## src/rtl/aes_key_expand.sv

```systemverilog
// rtl/aes_key_expand.sv - AES-128 key schedule, one round key per handshake; KEYEXP_ZEROIZE_EN clears the key on completion
module aes_sbox (
    input  logic [7:0] in_byte,
    output logic [7:0] out_byte
);
    function automatic logic [7:0] gf_mul(input logic [7:0] a, input logic [7:0] b);
        logic [7:0] p;
        logic [7:0] aa;
        p  = 8'h00;
        aa = a;
        for (int i = 0; i < 8; i++) begin
            if (b[i]) p = p ^ aa;
            aa = {aa[6:0], 1'b0} ^ (aa[7] ? 8'h1b : 8'h00);
        end
        return p;
    endfunction

    // Multiplicative inverse as x^254 (maps 0 to 0, as the S-box requires)
    function automatic logic [7:0] gf_inv(input logic [7:0] x);
        logic [7:0] x2, x3, x6, x12, x15, x30, x60, x120, x240;
        x2   = gf_mul(x, x);
        x3   = gf_mul(x2, x);
        x6   = gf_mul(x3, x3);
        x12  = gf_mul(x6, x6);
        x15  = gf_mul(x12, x3);
        x30  = gf_mul(x15, x15);
        x60  = gf_mul(x30, x30);
        x120 = gf_mul(x60, x60);
        x240 = gf_mul(x120, x120);
        return gf_mul(gf_mul(x240, x12), x2);
    endfunction

    logic [7:0] inv;

    assign inv      = gf_inv(in_byte);
    assign out_byte = inv ^ {inv[6:0], inv[7]} ^ {inv[5:0], inv[7:6]}
                    ^ {inv[4:0], inv[7:5]} ^ {inv[3:0], inv[7:4]} ^ 8'h63;
endmodule

module aes_key_expand (
    input  logic         clk,
    input  logic         rst_n,
    input  logic [127:0] key_in,
    input  logic         key_load,
    input  logic         rk_ready,
    output logic         rk_valid,
    output logic [127:0] rk_out,
    output logic [3:0]   rk_round,
    output logic         busy,
    output logic         done
);
    typedef enum logic [1:0] {IDLE, CALC, VALID} state_t;

    state_t       state_q, state_d;
    logic [127:0] key_q, key_d;
    logic [3:0]   round_q, round_d;
    logic         done_q, done_d;

    logic [31:0]  w0, w1, w2, w3;
    logic [31:0]  rot_w, sub_w, t_w;
    logic [31:0]  n0, n1, n2, n3;
    logic [7:0]   rcon;

    assign w0    = key_q[127:96];
    assign w1    = key_q[95:64];
    assign w2    = key_q[63:32];
    assign w3    = key_q[31:0];
    assign rot_w = {w3[23:0], w3[31:24]};

    for (genvar b = 0; b < 4; b++) begin : g_sbox
        aes_sbox u_sbox (
            .in_byte  (rot_w[8*b +: 8]),
            .out_byte (sub_w[8*b +: 8])
        );
    end

    // round_q is the index of the key being replaced, so it selects Rcon of round_q+1
    always_comb begin
        rcon = 8'h00;
        case (round_q)
            4'd0:    rcon = 8'h01;
            4'd1:    rcon = 8'h02;
            4'd2:    rcon = 8'h04;
            4'd3:    rcon = 8'h08;
            4'd4:    rcon = 8'h10;
            4'd5:    rcon = 8'h20;
            4'd6:    rcon = 8'h40;
            4'd7:    rcon = 8'h80;
            4'd8:    rcon = 8'h1b;
            4'd9:    rcon = 8'h36;
            default: rcon = 8'h00;
        endcase
    end

    assign t_w = sub_w ^ {rcon, 24'h000000};
    assign n0  = w0 ^ t_w;
    assign n1  = w1 ^ n0;
    assign n2  = w2 ^ n1;
    assign n3  = w3 ^ n2;

    always_comb begin
        state_d = state_q;
        key_d   = key_q;
        round_d = round_q;
        done_d  = 1'b0;
        case (state_q)
            IDLE: begin
                if (key_load) begin
                    key_d   = key_in;
                    round_d = 4'd0;
                    state_d = VALID;
                end
            end
            VALID: begin
                if (rk_ready) begin
                    if (round_q == 4'd10) begin
                        state_d = IDLE;
                        done_d  = 1'b1;
`ifdef KEYEXP_ZEROIZE_EN
                        key_d   = 128'h0;
`endif
                    end else begin
                        state_d = CALC;
                    end
                end
            end
            CALC: begin
                key_d   = {n0, n1, n2, n3};
                round_d = round_q + 4'd1;
                state_d = VALID;
            end
            default: state_d = IDLE;
        endcase
    end

    always_ff @(posedge clk or negedge rst_n) begin
        if (!rst_n) begin
            state_q <= IDLE;
            key_q   <= 128'h0;
            round_q <= 4'd0;
            done_q  <= 1'b0;
        end else begin
            state_q <= state_d;
            key_q   <= key_d;
            round_q <= round_d;
            done_q  <= done_d;
        end
    end

    assign rk_valid = (state_q == VALID);
    assign rk_out   = key_q;
    assign rk_round = round_q;
    assign busy     = (state_q != IDLE);
    assign done     = done_q;
endmodule

```

## config.mk

```make
export PLATFORM = sky130hd
export DESIGN_NAME = aes_key_expand
export DESIGN_NICKNAME = d
export VERILOG_FILES = /design/src/rtl/aes_key_expand.sv
export SDC_FILE = /design/constraint.sdc
export NUM_CORES = 2
export LEC_CHECK = 0
export CAP_MARGIN = 0
export CORE_MARGIN = 2
export CORE_UTILIZATION = 45
export CTS_CLUSTER_SIZE = 24
export DETAILED_ROUTE_END_ITERATION = 8
export GPL_ROUTABILITY_DRIVEN = 0
export PLACE_DENSITY = 0.77
export SLEW_MARGIN = 20
export SYNTH_ARGS = -nofsm -noshare
export SYNTH_HDL_FRONTEND = slang
export SYNTH_SLANG_ARGS = --single-unit
```

## constraint.sdc

```tcl
create_clock -name clk -period 17.5 [get_ports clk]
set_input_delay 1.75 -clock clk [delete_from_list [all_inputs] [get_ports clk]]
set_output_delay 1.75 -clock clk [all_outputs]
set_load 0.01 [all_outputs]
```

* Yosys cells after proc, flatten, opt, wreduce, memory -nomap -nowiden *
Memories as Yosys holds them, arrays and structs flattened.
Index checks and enable logic that the tools add are counted.

storage, ports and cells
  register bits = 135
  bits in latches = 0
  bits in writable memories = 0
  bits in read-only memories = 128
  input port bits = 132
  word-level logic and storage cells = 1328
  memories kept = 1

memories
  memory            words  width  read ports  clocked after memory_dff  write ports  line  source
  (name not given)  16     8      1           0                         0            80    case (round_q)

operators by class
  add/sub/neg operators = 1
  multiply operators = 0
  divide/modulo/power cells = 0
  order comparisons = 0
  equal/unequal tests = 5
  shift-type cells = 0
  multiplexer cells = 671
  bitwise logic cells = 641
  reduce and logical (&&, ||, !) cells = 5

operators by type and width
  kind                                                              number
  8-bit bitwise XOR                                                 632
  8-bit two-way mux                                                 352
  5-bit two-way mux                                                 308
  128-bit case mux with 2 select lines                              1
  32-bit bitwise XOR                                                5
  128-bit two-way mux                                               1
  4-bit inverter                                                    4
  4-bit case mux with 2 select lines                                1
  2-bit case mux with 3 select lines                                1
  4-bit by 1-bit adder with 4-bit output (second input constant)    1
  4-bit == test (second input constant)                             1
  1-bit two-way mux                                                 4
  2-bit two-way mux                                                 2
  4-bit two-way mux                                                 1
  2-bit inequality test (second input constant)                     2
  2-bit AND reduction                                               2
  2-bit nonzero test                                                2
  2-bit by 1-bit == test with 1-bit output (second input constant)  1
  2-bit == test (second input constant)                             1
  2-bit zero test                                                   1

* Logic depth before layout (Yosys ltp) *
  word-level depth = 187
  depth in mapped cells = 78

* Cells and area by module *
A second synthesis with hierarchy kept.

second synthesis, totals
  cell total of the unflattened synthesis = 6352
  area, all modules = 51937.3 µm²

by module, submodules not included
  module          times used  cells each  area an instance (µm²)  sequential area each (µm²)
  aes_sbox        4           1346        10839.1                 0.0
  aes_key_expand  1           968         8580.7                  3378.2

* Least setup slack after synthesis *
No wires, ideal clock.

  path kind = register to register
  start point = register key_q[0], in the netlist rk_out[0]
  end point = register key_q[9], in the netlist rk_out[9]
  library setup time = 137 ps
  arrival time = 18598 ps
  data required time = 17363 ps
  path slack = -1235 ps
  stages on the path, launching flop included = 73
  buffers on the path = 7
  cell sequence = dfrtp_1 -> ha_1 -> buf_2 -> xnor2_1 -> nand2b_1 -> xnor2_1 -> xnor2_1 -> xor2_1 -> xnor2_1 -> mux2_2 -> a32oi_1 -> xnor2_2 -> inv_1 -> buf_2 -> clkbuf_1 -> ha_1 -> xnor3_1 -> mux2i_1 -> (+37 left out) -> xnor2_1 -> xnor2_2 -> nand2_1 -> xnor3_1 -> xnor2_4 -> nor2b_1 -> xnor2_1 -> xnor3_1 -> xnor3_1 -> xnor3_1 -> xnor3_1 -> xor2_1 -> xnor3_1 -> xnor2_1 -> xor2_1 -> xnor2_1 -> mux2i_1 -> a21oi_1

on the way
  cells in the longest elaborated chain, start to end = 180
  elaborated cells on any way between the ends = 323
  those cells by class = mux: 159; bitwise: 164

RTL lines
  what                                      line  source
  start, declared                           55    logic [127:0] key_q, key_d;
  start signal, assigned                    144   key_q <= key_d;
  8-bit two-way mux                         12    if (b[i]) p = p ^ aa;
  8-bit bitwise XOR                         12
  8-bit two-way mux                         12
  8-bit bitwise XOR                         12
  8-bit two-way mux                         12
  8-bit bitwise XOR                         12
  8-bit two-way mux                         12
  8-bit bitwise XOR                         12
  (+164 left out)                           n/a
  8-bit bitwise XOR (*)                     37    ^ {inv[4:0], inv[7:5]} ^ {inv[3:0], inv[7:4]} ^ 8'h63;
  4-bit inverter (no line) (*)              n/a
  32-bit bitwise XOR (*)                    95    assign t_w = sub_w ^ {rcon, 24'h000000};
  32-bit bitwise XOR (*)                    96    assign n0 = w0 ^ t_w;
  32-bit bitwise XOR (*)                    97    assign n1 = w1 ^ n0;
  32-bit bitwise XOR (*)                    98    assign n2 = w2 ^ n1;
  32-bit bitwise XOR (*)                    99    assign n3 = w3 ^ n2;
  128-bit case mux with 2 select lines (*)  106   case (state_q)

Every way passes the cells marked *; elsewhere a longest branch is shown, timed or not.
A chain may end at the register's enable or synchronous reset.

* Worst setup path after layout *
  start point = register key_q[2], in the netlist rk_out[2]
  end point = register key_q[73], in the netlist rk_out[73]

on the way
  cells in the longest elaborated chain, start to end = 177
  elaborated cells on any way between the ends = 322
  those cells by class = mux: 160; bitwise: 162

RTL lines
  what                                      line  source
  8-bit bitwise XOR                         13    aa = {aa[6:0], 1'b0} ^ (aa[7] ? 8'h1b : 8'h00);
  8-bit bitwise XOR                         12
  8-bit two-way mux                         12
  8-bit bitwise XOR                         12
  8-bit two-way mux                         12
  8-bit bitwise XOR                         12
  8-bit two-way mux                         12
  8-bit bitwise XOR                         12
  (+160 left out)                           n/a
  8-bit bitwise XOR (2 in series)           36    assign out_byte = inv ^ {inv[6:0], inv[7]} ^ {inv[5:0], inv[7:6]}
  8-bit bitwise XOR                         37
  8-bit bitwise XOR (*)                     37
  4-bit inverter (no line) (*)              n/a
  32-bit bitwise XOR (*)                    95
  32-bit bitwise XOR (*)                    96
  32-bit bitwise XOR (*)                    97
  128-bit case mux with 2 select lines (*)  106

Marks and branches as above.

==> flow_summary.json <==
{
  "final_antenna_net_count": 0,
  "transition_time_at_the_pin_with_the_least_slew_margin_ns": 1.15,
  "synthesis.instances": 6477,
  "globalRouteMet2Util_pct": 42.6,
  "grt_start_max_net_pins": 75,
  "synthFlopType": "dfrtp_1",
  "timing.critical_path.required_ns": 17.89,
  "clock_skew_ns": 0.0194,
  "path_max_fanout": 11,
  "outcome": "complete, no violations",
  "syn_to_final_growth_pct": 25.7,
  "synth_edf_count": 0,
  "worst_path_largest_cell_delay_ns": 0.56,
  "dieHeight_microns": 346,
  "mostFrequentLayoutCells": "xnor2_1 (1028), buf_4 (788), nor2_1 (752)",
  "wl_mm": 180,
  "cts.sinks": 135,
  "mappedNetlistArea_sq_um": 52700,
  "final_min_period_over_clock_period_pct": 99.5,
  "final_common_cell": "xnor2_1",
  "slew_limit_fails": 0,
  "crit_path_end_kind": "flip-flop",
  "grt_first_pass_wirelength_mm": 268,
  "cts_max_level": 4,
  "die-area_sq_um": 120000,
  "final_number_of_hold_violating_endpoints": 0,
  "rows": 125,
  "unrepaired_setup_endpoints_after_global_routing": "yes",
  "netlist.area_leader.share_pct": 20.4,
  "die_w_microns": 346,
  "ctsHoldBuffers": 0,
  "grt_antenna_before_repair": 15,
  "detail_route.first_pass.iterations": 9,
  "max_slew_margin_pct": 22.8,
  "fmaxAchievable_mhz": 57.4,
  "use_met3_pct": 5.42,
  "design.final.nets": 7325,
  "hp-class": "reg2reg",
  "synth-seq-area-share_pct": 6.41,
  "instances_no_fill": 8704,
  "synth.area.top_cells": "xnor2_1 (20%), xnor3_1 (15%), dfrtp_1 (6.4%), xor2_1 (6.3%), nor2_1 (5.4%)",
  "top_usage_layer_grt": "met2",
  "max-clock-path-buffers": 2,
  "post-route-drc-count": 0,
  "numPlacedInstances": 8407,
  "globalRoute.totalOverflow": 0,
  "synth_seq_cells": 135,
  "postSynthAreaPerCell_sq_um": 8.14,
  "route.detailed.vias_per_inst": 6.06,
  "cp-start-kind": "flip-flop",
  "avgRoutedWirePerCell_microns": 20.7,
  "critPathArrivalTime_ns": 17.80,
  "tritoncts_clock_tree": "yes",
  "crit_path_most_repeated_cell": "xnor2_2",
  "max_cap_viol_count": 0,
  "floorplan.initialDensity_pct": 45.4,
  "portBuffers": 266,
  "final-setup-viol-count": 0,
  "final.min_clock_period_ns": 17.41,
  "top_level_ports": 267,
  "drt-initial-drc-count": 6052,
  "hold_slack_ns": 0.535,
  "cts_made_buffers": 17,
  "postSynthNetCount": 6643,
  "critPathKind": "reg2reg",
  "synth_top_area_cell": "xnor2_1",
  "crit_path_top_delay_cell": "dfrtp_1",
  "utilization_pct": 57.0,
  "drive_above_1_share_pct": 23.4,
  "globalRouteMet1Util_pct": 37.4,
  "clkSlewWorstSetupHoldPaths_ns": 0.09,
  "vias": 52700,
  "clockRootBuffer": "clkbuf_16",
  "clk_latency_ns": 0.50,
  "first_global_vias": 48500,
  "synth-async-reset-ratio_pct": 100,
  "netlist-cell-type-count": 128,
  "detailed_place_hpwl_mm": 128,
  "yosys_warnings": 0,
  "core-area_sq_um": 116000,
  "grtUsageTotal_pct": 27.2
}
[through the flow]
stage                     worst slack (ns)  setup TNS, ns  cell area, sq um
after floorplan                    0.00125              0             53200
after global placement              -0.422         -14.51             60300
after detailed placement             -1.14         -66.84             60300
after CTS                          0.00641              0             62200
after global routing                -0.389          -9.59             66300
final                               0.0906              0             66300
[path summary, 6_finish.rpt]
kind	from	to	slack, ns	cells after the start
setup / recovery	rk_out[2]$_DFFE_PN0P_	rk_out[73]$_DFFE_PN0P_	0.09	70
hold / removal	rk_out[127]$_DFFE_PN0P_	rk_out[127]$_DFFE_PN0P_	0.53	1
setup reg to reg	rk_out[2]$_DFFE_PN0P_	rk_out[73]$_DFFE_PN0P_	0.09	70
hold reg to reg	rk_out[127]$_DFFE_PN0P_	rk_out[127]$_DFFE_PN0P_	0.53	1
max in group asynchronous	rst_n	rk_out[4]$_DFFE_PN0P_	14.70	2
min in group asynchronous	rst_n	rk_out[87]$_DFFE_PN0P_	1.31	1
[layer usage]
layer	share of wire (%)	vias to the layer above
met4	3.6	6
met5	0.023	-
met1	40	25200
li1	-	23700
met2	45	3174
met3	11	546
[critical path: cells and delay by family (launching register included)]
kind / cells / cell delay, ns
adder cells (fa/ha/maj): 4 / 1.28
flip-flops: 1 / 0.56
XOR/XNOR: 36 / 10.15
multiplexers: 3 / 0.70
AND/OR/NAND/NOR: 10 / 1.29
AO/OA/AOI/OAI: 6 / 1.46
buffers and inverters: 11 / 1.85
[synthesized netlist by cell type (19+ instances only)]
| cell | instances |
|---|---|
| a211oi_1 | 46 |
| a21o_1 | 25 |
| a21oi_1 | 344 |
| a221oi_1 | 20 |
| a22oi_1 | 52 |
| a311oi_1 | 30 |
| a31oi_1 | 39 |
| and2_1 | 32 |
| and3_1 | 39 |
| buf_1 | 25 |
| buf_2 | 116 |
| buf_4 | 38 |
| clkbuf_1 | 243 |
| dfrtp_1 | 135 |
| ha_1 | 34 |
| inv_1 | 99 |
| inv_2 | 20 |
| mux2_2 | 45 |
| mux2i_1 | 219 |
| nand2_1 | 640 |
| nand2b_1 | 70 |
| nand3_1 | 121 |
| nand4_1 | 20 |
| nor2_1 | 760 |
| nor2b_1 | 78 |
| nor3_1 | 156 |
| nor3b_1 | 19 |
| nor4_1 | 25 |
| o211ai_1 | 45 |
| o21a_1 | 23 |
| o21ai_0 | 165 |
| o21ai_1 | 25 |
| o221ai_1 | 24 |
| o22a_1 | 38 |
| o22ai_1 | 121 |
| or3_1 | 35 |
| xnor2_1 | 1231 |
| xnor2_2 | 73 |
| xnor3_1 | 341 |
| xnor3_2 | 20 |
| xor2_1 | 382 |
| xor2_2 | 37 |
| xor3_1 | 43 |
[registers in the layout, summed over array words and instances, names as in the netlist]
register	flops
state_q	2
rk_round	4
rk_out	128
done	1
[repair_timing]
item,CTS,global route
endpoints found under the setup margin,128,128
pin swaps,39,175
gates resized for setup,130,420
buffers inserted,58,194
gates cloned,1,4
[cell families (layout without fill, tap and decap cells)]
family	count (synthesis)	count (layout)	synth area share (%)
XOR/XNOR	2155	2157	49.0
AND/OR/NAND/NOR	2098	2098	18.0
AO/OA/AOI/OAI	1223	1223	15.8
buffers and inverters	562	1255	4.70
multiplexers	270	270	5.32
flip-flops	135	135	6.41
adder cells (fa/ha/maj)	34	34	0.807
other	0	8	0
[layout make-up]
cell class / count / area [sq um]
antenna: 8 / 20.0
clock buffer: 17 / 425
clock inverter: 15 / 191
fill: 9482 / 49900
inverter: 128 / 492
multi-input combinational: 5782 / 50700
sequential: 135 / 3400
tap: 1524 / 1910
timing repair buffer: 1095 / 9150
Power is not shown: default switching activity piles up to over one toggle a cycle in this logic, so the estimate is an artifact.
